**config.mk**
```make
export PLATFORM = sky130hd
export DESIGN_NAME = counter_sequencer
export DESIGN_NICKNAME = d
export VERILOG_FILES = /design/src/rtl/counter_seq_pkg.sv /design/src/rtl/sync_updown_counter.sv /design/src/rtl/counter_sequencer.sv
export SDC_FILE = /design/constraint.sdc
export NUM_CORES = 1
export LEC_CHECK = 0
export ABC_CLOCK_PERIOD_IN_PS = 2080
export CORE_MARGIN = 5
export CORE_UTILIZATION = 45
export DETAILED_ROUTE_END_ITERATION = 8
export HOLD_SLACK_MARGIN = 0.06
export PLACE_DENSITY_LB_ADDON = 0.3
export SYNTH_ARGS = -nofsm -noshare
export SYNTH_HDL_FRONTEND = slang
export SYNTH_HIERARCHICAL = 1
export SYNTH_SLANG_ARGS = --single-unit
```
**constraint.sdc**
```tcl
create_clock -name clk -period 2.08 [get_ports clk]
set_input_delay 0.52 -clock clk [delete_from_list [all_inputs] [get_ports clk]]
set_output_delay 0.52 -clock clk [all_outputs]
set_load 0.005 [all_outputs]
```
**src/rtl/counter_seq_pkg.sv**
```systemverilog
// Shared types and defaults for the counter sequencer slice.
// Pure declarations: no logic, no latency, no flow control.
package counter_seq_pkg;

  localparam int WIDTH_DEF  = 4;
  localparam int REPS_W_DEF = 4;

  localparam logic MODE_UP   = 1'b0;
  localparam logic MODE_DOWN = 1'b1;

  typedef enum logic [1:0] {
    IDLE = 2'd0,
    RUN  = 2'd1,
    HOLD = 2'd2,
    DONE = 2'd3
  } state_e;

endpackage

```
**src/rtl/sync_updown_counter.sv**
```systemverilog
// Loadable mod-2^WIDTH up/down counter; load beats enable, one step per clock.
// Result visible the cycle after the edge; no backpressure, caller gates en.
module sync_updown_counter
  import counter_seq_pkg::*;
#(
  parameter int WIDTH = WIDTH_DEF
) (
  input  logic             clk,
  input  logic             rst,
  input  logic             load,
  input  logic [WIDTH-1:0] load_val,
  input  logic             en,
  input  logic             dir,
  output logic [WIDTH-1:0] q
);

  logic [WIDTH-1:0] cnt_q;
  logic [WIDTH-1:0] cnt_d;

  always_comb begin
    cnt_d = cnt_q;
    if (load) begin
      cnt_d = load_val;
    end else if (en) begin
      // Natural overflow of the WIDTH-bit sum gives the 15->0 / 0->15 wrap.
      cnt_d = (dir == MODE_DOWN) ? cnt_q - 1'b1 : cnt_q + 1'b1;
    end
  end

  always_ff @(posedge clk) begin
    if (rst) begin
      cnt_q <= '0;
    end else begin
      cnt_q <= cnt_d;
    end
  end

  assign q = cnt_q;

endmodule

```
**src/rtl/counter_sequencer.sv**
```systemverilog
// Sequences programmed up/down counter runs with repeat, pause and abort.
// Start takes effect at the sampling edge; pause stalls counting, abort drops to IDLE.
module counter_sequencer
  import counter_seq_pkg::*;
#(
  parameter int WIDTH  = WIDTH_DEF,
  parameter int REPS_W = REPS_W_DEF
) (
  input  logic              clk,
  input  logic              rst,
  input  logic              start,
  input  logic              mode,
  input  logic [WIDTH-1:0]  load_val,
  input  logic [WIDTH-1:0]  term_val,
  input  logic [REPS_W-1:0] reps,
  input  logic              pause,
  input  logic              abort,
  output logic [WIDTH-1:0]  q,
  output logic              busy,
  output logic              tick,
  output logic              done,
  output logic [REPS_W-1:0] rep_cnt
);

  state_e            state_q;
  logic              mode_q;
  logic [WIDTH-1:0]  load_q;
  logic [WIDTH-1:0]  term_q;
  logic [REPS_W-1:0] reps_q;
  logic [REPS_W-1:0] rep_cnt_q;
  logic              busy_q;
  logic              tick_q;
  logic              done_q;

  logic              cnt_load;
  logic              cnt_en;
  logic [WIDTH-1:0]  cnt_load_val;
  logic              at_term;
  logic              last_run;
  logic [REPS_W-1:0] rep_next;

  assign at_term  = (q == term_q);
  assign rep_next = rep_cnt_q + 1'b1;
  // reps of zero never matches, which is what makes it run forever.
  assign last_run = (reps_q != '0) && (rep_next == reps_q);

  always_comb begin
    cnt_load     = 1'b0;
    cnt_en       = 1'b0;
    cnt_load_val = load_q;
    case (state_q)
      IDLE: begin
        if (start) begin
          cnt_load     = 1'b1;
          cnt_load_val = load_val;
        end
      end
      RUN: begin
        if (!abort && !pause) begin
          if (!at_term) begin
            cnt_en = 1'b1;
          end else if (!last_run) begin
            cnt_load = 1'b1;
          end
        end
      end
      default: begin
      end
    endcase
  end

  sync_updown_counter #(
    .WIDTH(WIDTH)
  ) u_cnt (
    .clk     (clk),
    .rst     (rst),
    .load    (cnt_load),
    .load_val(cnt_load_val),
    .en      (cnt_en),
    .dir     (mode_q),
    .q       (q)
  );

  always_ff @(posedge clk) begin
    if (rst) begin
      state_q   <= IDLE;
      mode_q    <= MODE_UP;
      load_q    <= '0;
      term_q    <= '0;
      reps_q    <= '0;
      rep_cnt_q <= '0;
      busy_q    <= 1'b0;
      tick_q    <= 1'b0;
      done_q    <= 1'b0;
    end else begin
      tick_q <= 1'b0;
      done_q <= 1'b0;
      case (state_q)
        IDLE: begin
          if (start) begin
            mode_q    <= mode;
            load_q    <= load_val;
            term_q    <= term_val;
            reps_q    <= reps;
            rep_cnt_q <= '0;
            busy_q    <= 1'b1;
            state_q   <= RUN;
          end
        end
        RUN: begin
          if (abort) begin
            busy_q  <= 1'b0;
            state_q <= IDLE;
          end else if (pause) begin
            state_q <= HOLD;
          end else if (at_term) begin
            tick_q    <= 1'b1;
            rep_cnt_q <= rep_next;
            if (last_run) begin
              busy_q  <= 1'b0;
              done_q  <= 1'b1;
              state_q <= DONE;
            end
          end
        end
        HOLD: begin
          if (abort) begin
            busy_q  <= 1'b0;
            state_q <= IDLE;
          end else if (!pause) begin
            state_q <= RUN;
          end
        end
        DONE: begin
          state_q <= IDLE;
        end
        default: begin
          busy_q  <= 1'b0;
          state_q <= IDLE;
        end
      endcase
    end
  end

  assign busy    = busy_q;
  assign tick    = tick_q;
  assign done    = done_q;
  assign rep_cnt = rep_cnt_q;

endmodule

```
==> summary.md <==
| Metric | Value |
|---|---|
| Vias per std cell | 5.17 |
| Vias in the first global route | 1338 |
| Fin crit share | 93.6% |
| Hpwl dp | 2.68 mm |
| # port buffers | 28 |
| Reg area | 523 sq um |
| Worst Setup End Kind | register |
| Ys flop type | dfxtp_1 |
| Global Route Usage Sum | 17.0% |
| Place WS | -0.135 ns |
| WHS | 0.480 ns |
| Worst VDD drop | 0.377 mV |
| Setup TNS | 0 ns |
| Async SR Flop Fraction | 0% |
| Max incr delay on CP | 0.43 ns |
| Slew margin rel. | 76.7% |
| Sequential area share after synthesis | 36.0% |
| Synthesized Nets | 202 |
| Hold Crit Class | register to register |
| CP arrival | 2.18 ns |
| Crit path required time | 2.31 ns |
| Commonest non-fill, non-tap cells in the layout | nand2_1, clkdlybuf4s50_1, dfxtp_1 |
| Synth Register Bits | 26 |
| # DRC | 0 |
| Clock-pin slew of the registers on the worst-case setup and hold paths | 0.14 ns |
| Fin cells | 259 |
| Drt first pass iters | 4 |
| Core Util, Final | 62.6% |
| Max Slew Vio Count | 0 |
| Final worst slack | 0.132 ns |
| Total CTS buffers | 3 |
| Worst Setup Start Kind | register |
| Slowest-stage cell, CP | dfxtp_2 |
| Final min period | 1.95 ns |
| Diode count | 0 |
| Worst clock skew | 0.00380 ns |
| Placed insts | 255 |
| Initial antenna violation count | 0 |
| 1st-iter DRT viols | 62 |
| Crit path kind | register to register |
| Fraction of layout cells with a size suffix above 1 | 14.4% |
| Synth Cell Area | 0.00145 sq mm |
| Post-synth EDFFs | 0 |
| Worst-Skew Late Latency | 0.32 ns |
| P&R area growth vs syn | 33.1% |
| Clk root buf | clkbuf_4 |
| Area of the multi-input gates | 876 sq um |
| Syn Inst Count | 175 |
| CTS tree | yes |
| Die ar. | 0.00445 sq mm |
| Final Cell Area | 0.00193 sq mm |
| # fillers | 291 |
| Total grt overflow | 0 |
| Syn. warnings | 6 |
| Die height | 66.7 um |
| PwrDens | 656 mW/mm^2 |
| Max_cap viols | 0 |
| DR WL/cell | 13.0 um |
| Total Wirelength | 3.36 mm |
| Final setup vio count | 0 |
| # rows | 20 |
| Initial core utilization | 47.0% |
| RSZ-0062 raised after global routing | false |
| Critical path cell sequence | ha_1, xnor3_1, nand3_1, nor2_1, o21ai_2, nand2b_1, nor3b_1, a311o_2 |
| Die width | 66.7 um |
| Status | completed |
| F_max | 513 MHz |
| Setup Buffers After CTS | 0 |
| Hold Violations, Final | 0 |
| Clock Sink Count | 26 |
| Largest fanout on the critical path | 7 |
| Commonest non-fill, non-tap cell in the layout | nand2_1 |
| Unique masters post-synth | 44 |
| Placed Instance Area | 0.00186 sq mm |
| GP Congestion | 0.862 |
| CTS Buffer Depth | 2 |
| Htree depth | 1 |
| Area of the core | 0.00308 sq mm |
| First-pass GRT wire length | 5.87 mm |
| Synth top area share | 36.0% |
| Top post-synthesis cells by area | dfxtp_1, nand2_1, a21oi_1 |
| Ports | 29 |
| Total Power | 1.26 mW |
| Layout Nets | 243 |
| P_leak | 0.749 nW |
| Largest area contributor in the netlist | dfxtp_1 |
| Vias | 1339 |
| Slew of the pin with the lowest slew margin | 0.346 ns |
| Post-route ant nets | 0 |
| Synth Area per Inst | 8.27 sq um |
| Largest net degree at the start of global routing | 26 |
## metal layers
metal,wire length [um],up-vias,track usage [%]
li1,-,687,-
met1,1570,618,20.2
met2,1570,26,29.2
met3,124,8,3.37
met4,85,0,7.61
met5,0,-,0
## state kept, by name, summed over array words and instances, names as in the netlist
signal	flops
busy	1
done	1
load_q	4
mode_q	1
rep_cnt	4
reps_q	4
state_q	2
term_q	4
tick	1
u_cnt/q	4
## repair_timing
action,CTS,global route
hold buffers,0,0
gates resized for setup,0,5
setup endpoints to repair,0,5
## worst max-delay path: cells and delay by family, from the launching register on
kind	cells	cell delay, ns
AND/OR/NAND/NOR	4	0.45
XOR/XNOR	1	0.21
flip-flops	1	0.43
adder cells (fa/ha/maj)	1	0.22
AO/OA/AOI/OAI	2	0.54
## power by group
group	leakage (nW)	internal (mW)	switching, mW
clock	0.0279	0.195	0.154
combinational	0.508	0.174	0.176
sequential	0.214	0.534	0.0305
total	0.749	0.903	0.360
## cell type report
cell class	count	share of cell area, %
clock buffer	3	1.17
multi-input combinational	134	45.5
timing repair buffer	42	20.0
inverter	9	1.75
sequential	26	27.2
tap	44	2.86
clock inverter	1	1.56
## worst paths after layout
| kind | startpoint | to | slack [ns] | depth (start not counted) |
|---|---|---|---|---|
| max reg2reg | rep_cnt[0] | u_cnt/q[3] | 0.13 | 8 |
| min reg2reg | load_q[3] | load_q[3] | 0.48 | 2 |
| max | rep_cnt[0] | u_cnt/q[3] | 0.13 | 8 |
| min | load_q[3] | load_q[3] | 0.48 | 2 |
## cells by family (layout without fill, tap and decap cells)
logic type               count (synthesis)  after routing  share of synthesized area [%]
AND/OR/NAND/NOR                         71             71                           24.2
XOR/XNOR                                11             11                           7.61
buffers and inverters                   15             55                           4.41
multiplexers                             2              2                           1.38
AO/OA/AOI/OAI                           41             41                           18.1
flip-flops                              26             26                           36.0
adder cells (fa/ha/maj)                  9              9                           8.30
## synth_stat cells (all sizes together) (2+ instances only)
cell type	number
nand2	37
dfxtp	26
a21oi	22
nor2	11
inv	9
ha	8
o21ai	6
xnor2	6
nand3	5
clkbuf	4
xor2	4
a211oi	2
and2	2
buf	2
mux2i	2
nor2b	2
nor3	2
or3	2
or4b	2
(Power assumes the default switching activity.)
